**config.mk**
```make
export PLATFORM = sky130hd
export DESIGN_NAME = div_share_ctrl
export DESIGN_NICKNAME = d
export VERILOG_FILES = /design/src/rtl/div_share_ctrl.sv
export SDC_FILE = /design/constraint.sdc
export NUM_CORES = 1
export LEC_CHECK = 0
export BUFFER_PORTS_ARGS = -buffer_cell sky130_fd_sc_hd__buf_2
export CAP_MARGIN = 5
export CORE_UTILIZATION = 40
export CTS_CLUSTER_SIZE = 25
export DETAILED_ROUTE_END_ITERATION = 10
export SETUP_SLACK_MARGIN = 0.15
export SYNTH_ARGS = -nofsm -noshare
export SYNTH_HDL_FRONTEND = slang
export SYNTH_SLANG_ARGS = --single-unit
```
**constraint.sdc**
```tcl
create_clock -name clk -period 3.3 [get_ports clk]
set_input_delay 0.825 -clock clk [delete_from_list [all_inputs] [get_ports clk]]
set_output_delay 0.825 -clock clk [all_outputs]
set_load 0.01 [all_outputs]
```
**src/rtl/div_share_ctrl.sv**
```systemverilog
// Shared iterative radix-2 restoring divider with round-robin arbitration
// among NREQ valid/ready requesters and a single valid/ready response port.
module div_share_ctrl #(
    parameter int NREQ  = 4,
    parameter int WIDTH = 32,
    parameter int IDW   = 2
) (
    input  logic                  clk,
    input  logic                  rst_n,
    input  logic [NREQ-1:0]       req_valid,
    output logic [NREQ-1:0]       req_ready,
    input  logic [NREQ*WIDTH-1:0] req_a,
    input  logic [NREQ*WIDTH-1:0] req_b,
    output logic                  rsp_valid,
    input  logic                  rsp_ready,
    output logic [IDW-1:0]        rsp_id,
    output logic [WIDTH-1:0]      rsp_quot,
    output logic [WIDTH-1:0]      rsp_rem,
    output logic                  rsp_dbz,
    output logic                  busy
);

    localparam int PW = (NREQ > 1) ? $clog2(NREQ) : 1;
    localparam int CW = $clog2(WIDTH + 1);

    typedef enum logic [1:0] {
        IDLE,
        CALC,
        DONE
    } state_t;

    state_t               state;
    state_t               state_next;
    logic [PW-1:0]        rr_ptr;
    logic [PW-1:0]        grant;
    logic                 grant_vld;
    logic [PW-1:0]        id_q;
    logic [CW-1:0]        cnt;
    logic [2*WIDTH-1:0]   work;
    logic [2*WIDTH-1:0]   work_next;
    logic [WIDTH-1:0]     b_q;
    logic                 dbz_q;
    logic                 take;
    logic                 last_iter;
    logic [WIDTH:0]       up_sh;
    logic [WIDTH:0]       diff;

    // Round-robin search: first valid requester after rr_ptr, wrapping.
    // Scanning from the farthest offset down lets the nearest one win.
    always_comb begin
        int unsigned idx;
        idx       = 0;
        grant     = '0;
        grant_vld = 1'b0;
        for (int unsigned k = NREQ; k > 0; k--) begin
            idx = (32'(rr_ptr) + k) % NREQ;
            if (req_valid[idx]) begin
                grant     = PW'(idx);
                grant_vld = 1'b1;
            end
        end
    end

    assign take      = (state == IDLE) && grant_vld;
    assign last_iter = (cnt == CW'(WIDTH - 1));

    // One-hot accept toward the granted requester, only while idle and out of reset.
    always_comb begin
        req_ready = '0;
        if ((state == IDLE) && grant_vld && rst_n) begin
            req_ready[grant] = 1'b1;
        end
    end

    // One shift-subtract step; the bit shifted out of the remainder is kept
    // as a carry so the compare stays exact for divisors above 2^(WIDTH-1).
    always_comb begin
        up_sh     = work[2*WIDTH-1:WIDTH-1];
        diff      = up_sh - {1'b0, b_q};
        work_next = {work[2*WIDTH-2:0], 1'b0};
        if (up_sh >= {1'b0, b_q}) begin
            work_next[2*WIDTH-1:WIDTH] = diff[WIDTH-1:0];
            work_next[0]               = 1'b1;
        end
    end

    // Next-state logic.
    always_comb begin
        state_next = state;
        case (state)
            IDLE:    if (take)      state_next = CALC;
            CALC:    if (last_iter) state_next = DONE;
            DONE:    if (rsp_ready) state_next = IDLE;
            default:                state_next = IDLE;
        endcase
    end

    // State register.
    always_ff @(posedge clk or negedge rst_n) begin
        if (!rst_n) begin
            state <= IDLE;
        end else begin
            state <= state_next;
        end
    end

    // Operand capture, iteration and result registers.
    always_ff @(posedge clk or negedge rst_n) begin
        if (!rst_n) begin
            rr_ptr   <= PW'(NREQ - 1);
            cnt      <= '0;
            work     <= '0;
            b_q      <= '0;
            dbz_q    <= 1'b0;
            id_q     <= '0;
            rsp_id   <= '0;
            rsp_quot <= '0;
            rsp_rem  <= '0;
            rsp_dbz  <= 1'b0;
        end else begin
            case (state)
                IDLE: begin
                    if (take) begin
                        work   <= {{WIDTH{1'b0}}, req_a[grant*WIDTH +: WIDTH]};
                        b_q    <= req_b[grant*WIDTH +: WIDTH];
                        dbz_q  <= (req_b[grant*WIDTH +: WIDTH] == '0);
                        id_q   <= grant;
                        rr_ptr <= grant;
                        cnt    <= '0;
                    end
                end
                CALC: begin
                    work <= work_next;
                    cnt  <= cnt + CW'(1);
                    if (last_iter) begin
                        rsp_quot <= work_next[WIDTH-1:0];
                        rsp_rem  <= work_next[2*WIDTH-1:WIDTH];
                        rsp_id   <= IDW'(id_q);
                        rsp_dbz  <= dbz_q;
                    end
                end
                default: ;
            endcase
        end
    end

    assign rsp_valid = (state == DONE);
    assign busy      = (state != IDLE);

endmodule
```
## Word-level counts from Yosys, hierarchy flattened

Cells that the tools add are included.
Widths: inputs -> output; s select.

| word-level totals | value |
|---|---|
| output and inout bits | 73 |
| bits of input ports | 263 |
| memory bits (writable) | 0 |
| word-level logic and storage cells | 72 |
| bits in latches | 0 |
| memories kept | 0 |
| register bits | 176 |
| memory bits (read-only) | 0 |

| operators by class | value |
|---|---|
| magnitude comparators | 7 |
| reduce and logical (&&, ||, !) cells | 11 |
| bitwise logic cells | 0 |
| shift operators | 2 |
| eq/ne operators | 6 |
| $mul | 0 |
| multiplexer cells | 29 |
| $add $sub $neg | 6 |
| div/mod/pow operators | 0 |

Operator list:

| cell | count |
|---|---|
| $shiftx 128x8->32 | 2 |
| $pmux 64 s2 | 1 |
| $mux 64 | 1 |
| $ge 33x32->1 | 1 |
| $logic_not 32->1 | 1 |
| $mux 32 | 1 |
| $sub 32x32->32 | 1 |
| $lt 2x3->1 const B | 5 |
| $mux 2 | 7 |
| $pmux 6 s2 | 1 |
| $mux 1 | 10 |
| $bmux 1 s2 | 4 |
| $add 6x1->6 const B | 1 |
| $eq 6x5->1 const B | 1 |
| $mux 6 | 1 |
| $pmux 2 s3 | 1 |
| $reduce_and 2->1 | 3 |
| $add 2x1->2 const B | 2 |
| $add 2x2->2 const B | 2 |
| $mux 4 | 1 |
| $ne 2x2->1 const B | 2 |
| $reduce_bool 2->1 | 2 |
| $logic_and 1x1->1 | 3 |
| $reduce_and 3->1 | 1 |
| 6 further kinds | 6 |

## Logic depth before layout (Yosys ltp)

Gate-level depths: netlist of run 1.

| depth | value |
|---|---|
| depth after elaboration | 12 |
| mapped depth | 12 |
| gate-level depth less buffers | 12 |

## Worst setup path after synthesis of run 1

Ideal clock, no wire load.

| path | value |
|---|---|
| kind | input-to-output |
| start | input port req_valid[1] |
| end | output port req_ready[2] |
| path buffers | 3 |
| path slack | 0.194 ns |
| arrival | 2.281 ns |
| stages | 8 |
| path through | o21ai_0 -> o21ai_0 -> a211oi_2 -> buf_2 -> buf_2 -> buf_2 -> nand3_1 -> nor2_1 |

| between the ends | value |
|---|---|
| word-level cells in the longest chain between the ends | 11 |
| elaborated cells between the ends (all ways) | 24 |
| those cells by class | order compare: 2; mux: 19; reduce/logical: 3 |

RTL lines:

| element | RTL line | text |
|---|---|---|
| from (decl) | 10 | `input logic [NREQ-1:0] req_valid,` |
| $bmux 1 s2 | 57 | `if (req_valid[idx]) begin` |
| $mux 1 (not written as such) | 57 |  |
| $mux 2 (4 in series) | 57 |  |
| $lt 2x3->1 (not written as such) / $ge 2x1->1 (equally long branches) | 71 | `req_ready[grant] = 1'b1;` |
| $logic_and 1x1->1 (not written as such) | 71 |  |
| $mux 1 (not written as such) | 71 |  |
| $demux 1 s2 | 71 |  |
| $mux 4 * | 70 | `if ((state == IDLE) && grant_vld && rst_n) begin` |
| to (decl) | 11 | `output logic [NREQ-1:0] req_ready,` |

Mark *: on every way between the ends. The rest lies on a longest branch, timed or not. The select of a mux whose other input is x is not followed.

## Worst setup path in the final report of run 1

| path | value |
|---|---|
| start | register rr_ptr[1] |
| end | output port req_ready[1] |

| between the ends | value |
|---|---|
| word-level cells in the longest chain between the ends | 12 |
| elaborated cells between the ends (all ways) | 28 |
| those cells by class | add/sub: 4; order compare: 2; mux: 19; reduce/logical: 3 |

RTL lines:

| element | RTL line | text |
|---|---|---|
| from (decl) | 34 | `logic [PW-1:0] rr_ptr;` |
| from (signal assigned) | 110 | `rr_ptr <= PW'(NREQ - 1);` |
| from (signal assigned) | 128 | `rr_ptr <= grant;` |
| $add 2x1->2 | 56 | `idx = (32'(rr_ptr) + k) % NREQ;` |
| $bmux 1 s2 | 57 |  |
| $mux 1 (not written as such) | 57 |  |
| $mux 2 (4 in series) | 57 |  |
| $lt 2x3->1 (not written as such) / $ge 2x1->1 (equally long branches) | 71 |  |
| $logic_and 1x1->1 (not written as such) | 71 |  |
| $mux 1 (not written as such) | 71 |  |
| $demux 1 s2 | 71 |  |
| $mux 4 * | 70 |  |

Marked as above.

==> results.md, run 1 <==
* Data arrival, critical path at 2.23 ns
* Overall routing resource usage at 0.262
* Top delay family on crit path: flip-flops
* Area grow syn2layout at 24.6%
* Hold Slack at 0.181 ns
* DP HPWL at 27900 µm
* Critical path, cell by cell: mux2i_1 > a2bb2oi_2 > and2_4 > nor2_1 > buf_2
* Ant diodes at 0
* Routed WL per cell at 19.3 µm
* Worst setup path class: reg2out
* EDFF count, synth at 0
* CTS buffer count at 17
* Final worst setup slack at 0.248 ns
* Status: complete, no violations
* Primary FF master, synth: dfrtp_1
* Minimum clock period at 3.05 ns
* Final hold violation count at 0
* Antenna Nets Post-Route at 0
* Startpoint types: flip-flop
* Vias in the first global route at 10300
* Worst path max stage delay at 0.63 ns
* Synth Area in XOR/XNOR at 0.0198
* Synthesized area per cell at 8.98 µm²
* Max cap viols at 0
* Layout cells sized above 1 at 0.325
* Final WL at 36500 µm
* CTS tree: yes
* Pins Over Slew Limit at 0
* Leakage power total at 6.71 nW
* Area share of fa/ha/maj cells after synthesis at 0.0392
* # IOs at 336
* Post-synthesis compound-gate area fraction at 0.175
* Maximum fanout along the worst path at 14
* Synth area leaders: dfrtp_1, nand2_1, mux4_2
* Initial DRC Count at 783
* Row count at 60
* Mapped Nets at 1528
* Top-count cell post-synth: nand2_1
* Seq/Total Area, Yosys at 0.399
* Total power at 15.4 mW
* Fin cells at 1893
* Top-area cell type share of the netlist area at 0.394
* Largest family of logic cells by synthesized area: simple AND/OR/NAND/NOR gates
* CP startpoint: rr_ptr[1]
* Unique masters post-synth at 76
* Place WS at 0.133 ns
* Mapped cell area at 0.0111 mm²
* Root buf cell: clkbuf_16
* Simple logic cell fraction of the synthesized area at 0.201
* Hold/Removal Path Class: in2async
* Top cells by count, synth: nand2_1, dfrtp_1, o21ai_0, nand3_1, clkbuf_1
* End-of-flow core utilization at 0.510
* Chip height at 168 µm
* Die ar. at 0.0283 mm²
* Final nets at 1836
* First-pass GRT wire length at 57200 µm
* Mux share of post-synthesis cell area at 0.116
* Placer Congestion at 0.893
* Vias per inst at 5.51
* Die Width at 168 µm
* Initial antenna violation count at 0
* Crit share post-route at 0.925
* Initial Utilization at 0.409
* Post-route setup TNS at 0 ns
* Dpl cell area at 0.0131 mm²
* I/O Buffers at 335
* Asr flop ratio synth at 1.00
* Clock sink total at 176
* Placed Cells at 1858
* Register bit total from synthesis at 176
* Clock Skew at 0.0141 ns
* Htree depth at 4
* Synth warn at 0
* Least-Margin Pin Slew at 0.966 ns
* Endpoints failing setup at 0
* Crit. End Element: primary output
* Reg2reg setup slack at 0.30 ns
* Gr ovfl total at 0
* CP Buf/Inv Count at 1
* Max-Slew Margin vs Limit at 0.356
* Clk buf depth at 2
* Design Area, Final at 0.0138 mm²
* Max Freq at 328 MHz
* Core area at 0.0270 mm²
* Reg clk slew, reported paths at 0.08 ns
* Number of remaining DRC errors at 0
* Largest area contributor in the netlist: dfrtp_1
* PwrDens at 1120 mW/mm²
* CP required at 2.47 ns
* RSZ-0062 raised after global routing: true
* Largest net degree at the start of global routing at 171
* Slowest CP cell: dfstp_2
* Drt first pass iters at 5
* Worst vdd ir at 0.000444 V
* Vias at 10400
* Gate Count Post-Synth at 1231
* Fill cells at 2694
* Clock Latency Late Sink at 0.44 ns
* FF-to-FF Start: work[31]
## placed cells by master (no fill, tap or decap), drive strengths merged, types with 33 or more instances in the layout
master and n:
buf 371, nand2 312, dfrtp 174, o21ai 84, nand3 58, inv 48
nor2 39, and3 37, a211oi 35, a31oi 34, ha 33
## final cells by class
cell class | count | area [µm²] | area share
Clock buffer | 19 | 443 | 0.0322
Inverter | 41 | 154 | 0.0112
Tap cell | 341 | 427 | 0.0310
Clock inverter | 13 | 121 | 0.00881
Multi-Input combinational cell | 932 | 6220 | 0.451
Timing Repair Buffer | 371 | 2000 | 0.145
Sequential cell | 176 | 4410 | 0.320
## sequential cells by signal, indices dropped and copies added (netlist names)
name	count
work	64
b_q	32
rsp_quot	32
rsp_rem	32
cnt	6
id_q	2
rr_ptr	2
rsp_id	2
state	2
dbz_q	1
rsp_dbz	1
## path summary, 6_finish.rpt
path | endpoint | cells past startpoint
worst max-delay path | req_ready[1] | 5
worst min-delay path | rsp_quot[9] | 1
worst max register to register | work[50] | 13
worst min register to register | rsp_quot[6] | 2
max in group asynchronous | rsp_rem[1] | 2
min in group clk | rsp_quot[6] | 2
## layer usage
metal,up-vias,part of all wire,wire [µm],GRT usage
met5,-,0,0,0
met1,5073,0.45,16600,0.354
met3,34,0.042,1540,0.0404
met2,296,0.49,17900,0.440
met4,0,0.016,578,0.0585
li1,5018,-,-,-
## repair_timing
| action | CTS | global route |
|---|---|---|
| pin swaps | 0 | 4 |
| hold buffers | 0 | 0 |
| endpoints found under the setup margin | 2 | 55 |
| gates cloned | 1 | 0 |
| resized for setup | 0 | 11 |
| buffers inserted | 0 | 2 |
## cell families after synthesis
group,Yosys count
compound gates,286
xor+xnor,25
fa+ha+maj,34
buf+inv,124
flops,176
mux,85
simple gates,501
## power breakdown
part | leakage (nW) | internal, mW | switching [mW]
logic | 4.25 | 4.05 | 5.46
clock network | 0.271 | 1.01 | 0.973
registers | 2.19 | 3.19 | 0.758
total | 6.71 | 8.25 | 7.19
Note: power is estimated with default switching activity, not from simulation.
==> inputs of run 2 (changes only) <==
==> constraint.sdc (replaced) <==
create_clock -name clk -period 3.5 [get_ports clk]
set_input_delay 0.875 -clock clk [delete_from_list [all_inputs] [get_ports clk]]
set_output_delay 0.875 -clock clk [all_outputs]
set_load 0.01 [all_outputs]
==> run 2 against run 1 <==
Against the previous run:
- via count shrank 0.36%
- clock skew grew 0.0024 ns
- sequential share of layout area grew 0.11 points
- setup slack gained 0.092 ns
- combinational power shrank 8.6%
- sequential cell count is the same
- routed wire length shrank 1.4%
- die area is the same
- sequential power shrank 6.1%
- critical path depth grew 8
- final area shrank 0.34%
- total power shrank 6.6%
- critical endpoint is now work[58]
- largest cell class unchanged
- largest power group unchanged
==> results.md, run 2 (synthesis results as in run 1) <==
* Crit share post-route at 0.903
* Multi-input logic area at 0.00616 mm² (-0.95%)
* Max FFs per register at 64 (unchanged)
* Final hold violation count at 0 (unchanged)
* Initial antenna violation count at 2 (+2)
* Clock Skew at 0.0165 ns (+0.00239 ns)
* Initial Utilization at 0.409 (unchanged)
* Setup bufs post-CTS at 0 (unchanged)
* Worst vdd ir at 0.000478 V (+7.8%)
* Root buf cell: clkbuf_16
* Vias at 10400 (-0.36%)
* Worst setup path class: reg2reg
* DP HPWL at 27700 µm (-0.41%)
* Hold/Removal Path Class: in2async
* Die ar. at 0.0283 mm² (unchanged)
* Final nets at 1829 (-0.38%)
* RSZ-0062 raised after global routing: true
* PwrDens at 1050 mW/mm² (-6.2%)
* Fill cells at 2593 (-3.7%)
* Die Width at 168 µm (unchanged)
* Endpoints failing setup at 0 (unchanged)
* Most frequent cells in the layout: buf_2, nand2_1, dfrtp_1
* Data arrival, critical path at 3.47 ns (+1.24 ns)
* Clock Latency Late Sink at 0.44 ns (about the same)
* Status: complete, no violations
* Startpoint types: flip-flop
* CP required at 3.81 ns (+1.34 ns)
* Max cap viols at 0 (unchanged)
* Vias per inst at 5.50 (about the same)
* Pins Over Slew Limit at 0 (unchanged)
* Reg clk slew, reported paths at 0.08 ns (about the same)
* Chip height at 168 µm (unchanged)
* Reg2reg setup slack at 0.34 ns (+0.04 ns)
* Crit. End Element: flip-flop
* Post_cts resized at 0 (unchanged)
* Place WS at 0.346 ns (+0.213 ns)
* Least-Margin Pin Slew at 0.811 ns (-0.155 ns)
* Clock sink total at 176 (unchanged)
* First-pass GRT wire length at 56200 µm (-1.8%)
* # hold bufs at CTS at 0 (unchanged)
* I/O Buffers at 335 (unchanged)
* FF/Latch Area at 0.00441 mm² (unchanged)
* Path depth of the worst reg2reg path at 13 (unchanged)
* Leakage power total at 6.71 nW (about the same)
* Row count at 60 (unchanged)
* Minimum clock period at 3.16 ns
* Placer Congestion at 0.875 (-2.0%)
* Layout cells sized above 1 at 0.318 (-0.00694)
* Htree depth at 4 (unchanged)
* Final worst setup slack at 0.340 ns (+0.0920 ns)
* Area grow syn2layout at 24.2%
* Drt first pass iters at 5 (unchanged)
* CTS tree: yes
* Number of remaining DRC errors at 0 (unchanged)
* Maximum fanout along the worst path at 4 (-10)
* Clk buf depth at 2 (unchanged)
* Core area at 0.0270 mm² (unchanged)
* Commonest non-fill, non-tap cell in the layout: buf_2
* CTS buffer count at 17 (unchanged)
* # IOs at 336 (unchanged)
* Antenna Nets Post-Route at 0 (unchanged)
* Max Freq at 316 MHz
* Max-Slew Margin vs Limit at 0.460 (+0.104)
* Initial DRC Count at 723 (-7.7%)
* Final WL at 36000 µm (-1.4%)
* Vias in the first global route at 9997 (-2.9%)
* Reg with most FFs: work
* Routed WL per cell at 19.1 µm (-1.1%)
* Post-route setup TNS at 0 ns (unchanged)
* Overall routing resource usage at 0.257 (-0.00480)
* Gr ovfl total at 0 (unchanged)
* Largest net degree at the start of global routing at 68 (-60%)
-- run 2: routing by layer --
metal,up-vias,track usage,share of wire
li1,5021,-,-
met1,5018,0.350,0.45
met2,307,0.420,0.48
met3,36,0.0416,0.046
met4,2,0.0743,0.020
met5,-,0,0.00028
-- run 2: report_power, final --
group          total (mW)  switching (mW)  internal (mW)
clock                2.03           0.983           1.05
combinational        8.70            5.04           3.66
sequential           3.70           0.695           3.00
-- run 2: path summary, 6_finish.rpt --
kind / from / to
max: work[31] / work[58]
min: rst_n / rsp_quot[9]
max reg2reg: work[31] / work[58]
min reg2reg: rsp_quot[1] / rsp_quot[1]
max in group asynchronous: rst_n / rsp_quot[3]
min in group clk: rsp_quot[1] / rsp_quot[1]
-- run 2: cell type report --
| cell class | count | share of cell area |
|---|---|---|
| tap | 341 | 0.0311 |
| timing repair buffer | 365 | 0.142 |
| clock buffer | 17 | 0.0310 |
| clock inverter | 15 | 0.0149 |
| inverter | 41 | 0.0112 |
| sequential | 176 | 0.321 |
| antenna | 1 | 0.000182 |
| multi-input combinational | 931 | 0.449 |
-- run 2: per-stage QoR --
stage | utilization | power (mW) | instances | cell area, µm² | hold WS [ns]
after floorplan | - | 9.92 | 1231 | 11100 | 0.439
after global placement | 0.484 | 12.2 | 1852 | 13100 | 0.453
after detailed placement | 0.484 | 12.4 | 1852 | 13100 | 0.457
after CTS | 0.507 | 14.4 | 1884 | 13700 | 0.311
after global routing | 0.508 | 15.6 | 1886 | 13700 | 0.321
final | 0.508 | 14.4 | 1887 | 13700 | 0.313
-- run 2: worst max-delay path: stages, from the launching register on --
cell       delay [ns]
dfrtp_1          0.38
inv_1            0.07
ha_1             0.16
inv_1            0.05
fa_1             0.40
a21o_1           0.25
a2111oi_4        0.44
buf_4            0.19
o41a_1           0.14
a31oi_2          0.15
a31oi_2          0.38
a21oi_2          0.10
xnor2_1          0.21
o211ai_1         0.11
